### src/rtl/slice_pkg.sv
// Shared types and default geometry for the slice frame loader.
package slice_pkg;

    localparam int unsigned DEPTH_DEF = 10;
    localparam int unsigned WIDTH_DEF = 8;
    localparam int unsigned WIN_DEF   = 3;

    typedef enum logic {FILL, HOLD} loader_state_e;

    typedef logic [WIDTH_DEF-1:0] elem_t;

endpackage

### src/rtl/slice_window_sel.sv
// Clamped WIN-entry slice of a DEPTH-entry frame; purely combinational.
module slice_window_sel #(
    parameter int unsigned DEPTH = 10,
    parameter int unsigned WIDTH = 8,
    parameter int unsigned WIN   = 3
) (
    input  logic [WIDTH-1:0]         frame_i [0:DEPTH-1],
    input  logic [$clog2(DEPTH)-1:0] win_off_i,
    output logic [WIDTH-1:0]         win_o   [0:WIN-1]
);

    localparam int unsigned IdxW = $clog2(DEPTH);
    // One extra bit so off_c + k can never wrap.
    localparam logic [IdxW:0] MaxOff = (IdxW+1)'(DEPTH - WIN);

    logic [IdxW:0] off_ext;
    logic [IdxW:0] off_c;

    // Clamp the offset so the window never reaches past the last entry, then slice.
    always_comb begin
        off_ext = {1'b0, win_off_i};
        off_c   = (off_ext > MaxOff) ? MaxOff : off_ext;
        for (int k = 0; k < WIN; k++) begin
            win_o[k] = frame_i[off_c + (IdxW+1)'(k)];
        end
    end

endmodule

### src/rtl/slice_frame_loader.sv
// Collects DEPTH beats into a frame, then holds it (plus reversed copy, window and
// equality-vs-previous flag) under a valid/ready handshake.
module slice_frame_loader import slice_pkg::*; #(
    parameter int unsigned DEPTH = DEPTH_DEF,
    parameter int unsigned WIDTH = WIDTH_DEF,
    parameter int unsigned WIN   = WIN_DEF
) (
    input  logic                     clk,
    input  logic                     rst_n,
    input  logic                     in_valid_i,
    output logic                     in_ready_o,
    input  logic [WIDTH-1:0]         in_data_i,
    input  logic [$clog2(DEPTH)-1:0] win_off_i,
    output logic                     out_valid_o,
    input  logic                     out_ready_i,
    output logic [WIDTH-1:0]         out_frame_o     [0:DEPTH-1],
    output logic [WIDTH-1:0]         out_frame_rev_o [DEPTH-1:0],
    output logic [WIDTH-1:0]         out_win_o       [0:WIN-1],
    output logic                     out_match_o
);

    localparam int unsigned IdxW    = $clog2(DEPTH);
    localparam logic [IdxW-1:0] LastIdx = IdxW'(DEPTH - 1);

    loader_state_e    state_q;
    logic [WIDTH-1:0] frame_q [0:DEPTH-1];
    logic [WIDTH-1:0] prev_q  [0:DEPTH-1];
    logic [IdxW-1:0]  wr_idx_q;
    logic             prev_valid_q;
    logic             in_ready_q;
    logic             out_valid_q;
    logic             same;

    // Fill/hold controller; the handshake edge itself never accepts a beat because
    // in_ready_q is still low on that edge.
    always_ff @(posedge clk or negedge rst_n) begin
        if (!rst_n) begin
            state_q      <= FILL;
            wr_idx_q     <= '0;
            prev_valid_q <= 1'b0;
            in_ready_q   <= 1'b0;
            out_valid_q  <= 1'b0;
            for (int i = 0; i < DEPTH; i++) begin
                frame_q[i] <= '0;
                prev_q[i]  <= '0;
            end
        end else begin
            unique case (state_q)
                FILL: begin
                    in_ready_q <= 1'b1;
                    if (in_valid_i && in_ready_q) begin
                        frame_q[wr_idx_q] <= in_data_i;
                        if (wr_idx_q == LastIdx) begin
                            wr_idx_q    <= '0;
                            state_q     <= HOLD;
                            in_ready_q  <= 1'b0;
                            out_valid_q <= 1'b1;
                        end else begin
                            wr_idx_q <= wr_idx_q + IdxW'(1);
                        end
                    end
                end
                HOLD: begin
                    if (out_ready_i) begin
                        prev_q       <= frame_q;
                        prev_valid_q <= 1'b1;
                        state_q      <= FILL;
                        out_valid_q  <= 1'b0;
                        in_ready_q   <= 1'b1;
                    end
                end
                default: state_q <= FILL;
            endcase
        end
    end

    // Frame views and equality flag; an X entry takes the else branch and clears same.
    always_comb begin
        same = 1'b1;
        for (int i = 0; i < DEPTH; i++) begin
            out_frame_rev_o[DEPTH-1-i] = frame_q[i];
            if (frame_q[i] == prev_q[i]) begin
                same = same;
            end else begin
                same = 1'b0;
            end
        end
        out_match_o = out_valid_q & prev_valid_q & same;
    end

    assign out_frame_o = frame_q;
    assign in_ready_o  = in_ready_q;
    assign out_valid_o = out_valid_q;

    slice_window_sel #(
        .DEPTH (DEPTH),
        .WIDTH (WIDTH),
        .WIN   (WIN)
    ) u_win (
        .frame_i   (frame_q),
        .win_off_i (win_off_i),
        .win_o     (out_win_o)
    );

endmodule

### config.mk
export PLATFORM = sky130hd
export DESIGN_NAME = slice_frame_loader
export DESIGN_NICKNAME = d
export VERILOG_FILES = /design/src/rtl/slice_pkg.sv /design/src/rtl/slice_window_sel.sv /design/src/rtl/slice_frame_loader.sv
export SDC_FILE = /design/constraint.sdc
export NUM_CORES = 1
export LEC_CHECK = 0
export BUFFER_PORTS_ARGS = -buffer_cell sky130_fd_sc_hd__buf_2
export CORE_UTILIZATION = 60
export DETAILED_ROUTE_END_ITERATION = 16
export HOLD_SLACK_MARGIN = 0.05
export PLACE_DENSITY = 0.9
export RECOVER_POWER = 100
export REMOVE_ABC_BUFFERS = 1
export SKIP_CTS_REPAIR_TIMING = 1
export SYNTH_ARGS = -nofsm -noshare
export SYNTH_HDL_FRONTEND = slang
export SYNTH_SLANG_ARGS = --single-unit
### constraint.sdc
create_clock -name clk -period 8.7 [get_ports clk]
set_input_delay 1.74 -clock clk [delete_from_list [all_inputs] [get_ports clk]]
set_output_delay 1.74 -clock clk [all_outputs]
set_load 0.01 [all_outputs]
Word level (Yosys, flattened, before mapping) --
Index checks and enable logic that the tools add are counted.
Storage, ports and cells: register bits 168, latch bits 0, bits in writable memories 0, memory bits (read-only) 0, input bits 16, output and inout bits 187, word-level logic and storage cells 96, memories kept 0
Cells by class: add/subtract/negate cells 3, $mul 0, div/mod/pow operators 0, $lt $le $gt $ge 6, equality and inequality tests 14, shift operators 0, mux-type cells 36, bitwise logic cells 7, reductions and logical operators 5
Operator list (count):
- 8-bit binary-select mux with 4-bit select | 3
- 80-bit bitwise mux | 1
- 8-bit == test | 10
- 8-bit 2-to-1 mux | 7
- 8-bit demux with 4-bit select | 1
- 1-bit 2-to-1 mux | 19
- 6-bit by 5-bit greater-or-equal comparator with 1-bit output (second input constant) | 3
- 5-bit inverter with 6-bit output | 3
- 4-bit 2-to-1 mux | 2
- 2-bit != test (second input constant) | 3
- 1-bit one-hot mux with 2 select lines | 3
- 5-bit by 1-bit adder with 5-bit output (second input constant) | 1
- 5-bit by 2-bit adder with 5-bit output (second input constant) | 1
- 5-bit greater-or-equal comparator (second input constant) | 1
- 5-bit by 1-bit < comparator with 1-bit output (second input constant) | 1
- 4-bit inverter with 5-bit output | 1
- 4-bit by 1-bit adder with 4-bit output (second input constant) | 1
- 4-bit == test (second input constant) | 1
- 4-bit by 3-bit greater-than comparator with 1-bit output (second input constant) | 1
- 2-bit AND reduction | 2
- 3-bit AND reduction | 1
- 1-bit bitwise AND | 2
- 1-bit logical AND | 2
- 1-bit inverter | 1

Longest topological paths before layout --
word-level depth 12, depth in mapped cells 10, depth with buffers taken out 7

Modules after synthesis --
A second synthesis with hierarchy kept.
Unflattened totals: cells, all modules 821, area, all modules 9771.9 µm²
Modules (own cells, without submodules):
- slice_frame_loader | instances 1, cells an instance 626, area each 7910.1 µm², sequential area each 4204.0 µm²
- slice_window_sel | instances 1, cells an instance 195, area each 1861.8 µm², sequential area each 0.0 µm²

Least setup slack after synthesis --
OpenSTA, ideal clock, no wires.
kind input port to output port, start point in win_off_i[1], end point out out_win_o[13] (netlist bit), data arrival time 4.071 ns, data required time 6.960 ns, slack 2.889 ns, cell stages on the path 10, buffers on the path 4, path through clkbuf_1 nor2_1 inv_2 buf_2 ha_1 clkbuf_1 clkbuf_1 mux4_2 a22oi_1 nand2_1
RTL lines:
- start: declaration | line slice_frame_loader.sv:13 | input logic [$clog2(DEPTH)-1:0] win_off_i,
- end: declaration | line slice_frame_loader.sv:18 | output logic [WIDTH-1:0] out_win_o [0:WIN-1],

==> results.py <==
metrics = {
    "worst_setup_path": {
        "critPathTopFamily": "simple AND/OR/NAND/NOR gates",
        "worst_setup_path_start_kind": "primary input",
        "cpMaxStageDelayCell": "nor3_1",
        "critPathMaxStageDelay_ps": 1220,
        "worstPathArrival_ps": 5410,
        "endpoint_kind": "primary output",
        "crit_required_ps": 6960,
        "crit_buf_inv": 4,
        "crit_fanout": 42,
        "criticalPathCategory": "primary input to primary output",
        "critical_path.cell_chain": "clkbuf_1, nor2_4, buf_4, inv_2, ha_1, nor3_1, nand2_1, nand2_1, clkbuf_1",
    },
    "clock_tree": {
        "clkSinkCount": 168,
        "path_clk_slew_ps": 60,
        "htree_levels": 4,
        "cts_buffer_depth": 2,
        "clock_latency_ps": 440,
        "cts_root_buf": "clkbuf_16",
        "cts_tree": "yes",
        "cts_buffers": 17,
    },
    "die": {
        "core_area_mm2": 0.0154,
        "num_rows": 45,
        "die_h_um": 129,
        "pin_count": 203,
        "die_area_mm2": 0.0165,
        "start_util_pct": 62.4,
        "die_w_um": 129,
    },
    "synth": {
        "yosys.area_share.simple_pct": 8.21,
        "synth_top_area_share_pct": 43.7,
        "synthArstFlopShare_pct": 100,
        "synth_top_family_by_area": "multiplexers",
        "ys_seq_elements": 168,
        "yosys-top-cells-area": "dfrtp_1 44%, mux2_2 17%, mux4_2 9.1%",
        "ys.warnings.count": 0,
        "synth_xor_area_share_pct": 5.55,
        "yosys.area.top_type": "dfrtp_1",
        "netlist_instances": 817,
        "yosysSeqAreaShare_pct": 43.7,
        "synth_top_flop_cell": "dfrtp_1",
        "avgSynthCellArea_um2": 11.8,
        "synthMuxAreaShare_pct": 27.9,
        "synth_edf_count": 0,
        "synth.cell_area_mm2": 0.00962,
        "synth_cell_types": 43,
        "synth_compound_area_share_pct": 5.22,
        "synthAdderAreaFrac_pct": 0.260,
    },
    "grt": {
        "met2_usage_pct": 50.2,
        "grt_max_degree": 92,
        "antenna_found_initial": 0,
        "grt_usage_pct": 32.5,
        "grt_pass1_vias": 6857,
        "grt_use_met3_pct": 8.81,
        "grt.overflow.total": 0,
        "grt_pass1_wl_um": 39300,
        "grt-busiest-layer": "met2",
        "use_met1_pct": 43.2,
    },
    "routing": {
        "drc": 0,
        "routedWlPerCell_um": 22.5,
        "detail-route-antenna-nets": 0,
        "vias": 7242,
        "drtPass1Iterations": 8,
        "drt_iter0_markers": 716,
        "routed_via_density": 6.32,
        "drt-total-wl_um": 25800,
    },
    "timing": {
        "hold_viol_final": 0,
        "post-route-min-period_ps": 7150,
        "final.period_utilization_pct": 82.2,
        "drv_slew": 274,
        "setup_viol": 0,
        "finalClockSkew_ps": 7.47,
        "tightest_slew_ps": 4680,
        "max_freq_mhz": 140,
        "fin_setup_tns_ps": 0,
        "slew_headroom_pct": -212,
        "grt_setup_unrepaired": "no",
    },
    "min_path": {
        "min_path_type": "register to register",
    },
    "run_status": {
        "violations": "capacitance limit, slew limit",
        "outcome": "complete, but fails checks",
    },
    "place": {
        "post-dp-hpwl_um": 17600,
        "placed_area_mm2": 0.0102,
        "gp_congestion": 0.938,
        "io_buffers": 202,
    },
    "finish": {
        "nFillCells": 1219,
        "fin_nets": 940,
        "layout-drive-gt1-share_pct": 24.7,
        "final_common_cell": "clkbuf_1",
        "final_cell_area_mm2": 0.0104,
        "n_antenna_cell": 0,
        "areaGrowthSynthToFinish_pct": 8.49,
        "mostFrequentLayoutCells": "191 x clkbuf_1, 168 x dfrtp_1, 142 x mux2_2, 90 x nand2_1, 52 x xnor2_1",
    },
    "power_and_ir_drop": {
        "power_density_mw_per_mm2": 406,
        "peakVddDrop_uv": 211,
        "p_leak_nw": 4.40,
    },
    "job": {
        "cap_viol_max_count": 4,
    },
}
-- logic make-up after synthesis --
kind of cell               Yosys count
adders and majority gates            2
AOI/OAI and AO/OA                   81
and+or+nand+nor                    162
DFF                                168
xor gates and xnor gates            61
buffers and inverters              145
muxes                              198
-- sequential cells by signal, indices dropped and copies added (netlist names) --
signal and count:
prev_valid_q 1, wr_idx_q 4, in_ready_o 1, out_frame_o 80
state_q 1, prev_q 80, out_valid_o 1
-- per-layer routing --
layer  up-vias  part of all wire, %
met5         -                    0
met4         0                  4.6
met3       109                   11
met2       500                   47
met1      3598                   38
li1       3035                    -
-- synthesized netlist by cell type (3+ instances only) --
library cell / n
buf_1: 9
nor2_2: 4
nand3_1: 5
o22ai_1: 6
nand2_1: 90
a221oi_1: 5
mux4_2: 39
mux2i_1: 9
a22oi_1: 8
clkbuf_1: 16
a21oi_1: 23
o2111ai_1: 3
buf_2: 12
o21ai_1: 3
nor2_1: 7
mux2_2: 142
buf_4: 81
nor4_1: 8
inv_1: 23
xor2_1: 9
nor3_1: 4
nand4_1: 15
nand2b_1: 21
mux2_4: 8
o21ai_0: 21
dfrtp_1: 168
xnor2_1: 52
o211ai_1: 6
-- through the flow --
stage / instances / setup slack [ps] / total power, mW / utilization [%] / hold WS, ps
after floorplan: 697 / 1960 / 2.72 / - / 435
after global placement: 1114 / 1870 / 3.45 / 65.9 / 450
after detailed placement: 1114 / 1750 / 3.54 / 65.9 / 454
after CTS: 1145 / 1730 / 4.32 / 69.7 / 480
after global routing: 1145 / 890 / 4.45 / 67.7 / 497
final: 1145 / 1550 / 4.24 / 67.7 / 486
-- power breakdown --
| part | internal (mW) | switching [mW] |
|---|---|---|
| combinational | 0.872 | 0.854 |
| clock | 0.465 | 0.300 |
| sequential | 1.13 | 0.619 |
| total | 2.46 | 1.77 |
-- worst reg2reg max path, delay by kind of cell, from the launching register on --
family           cells  cell delay, ps
flip-flops           1             400
multiplexers         1             550
AND/OR/NAND/NOR      1            2530
-- worst paths after layout --
kind                                   start               to  slack, ps  cells past startpoint
max in group asynchronous              rst_n  out_frame_o[16]       2030                      2
worst min register to register  prev_valid_q     prev_valid_q        490                      1
worst max-delay path            win_off_i[3]    out_win_o[10]       1550                      9
worst max register to register       state_q       prev_q[39]       5080                      2
worst min-delay path            prev_valid_q     prev_valid_q        490                      1
min in group asynchronous              rst_n       in_ready_o       2970                      1
-- layout make-up --
class | instances | area, um2 | area share (%)
Clock buffer | 24 | 472 | 4.52
Clock inverter | 7 | 119 | 1.14
Multi-Input combinational cell | 504 | 4480 | 42.9
Timing Repair Buffer | 206 | 803 | 7.70
Sequential cell | 168 | 4200 | 40.3
Tap cell | 211 | 264 | 2.53
Inverter | 25 | 93.8 | 0.899
Power figures use the tool's default switching activity.
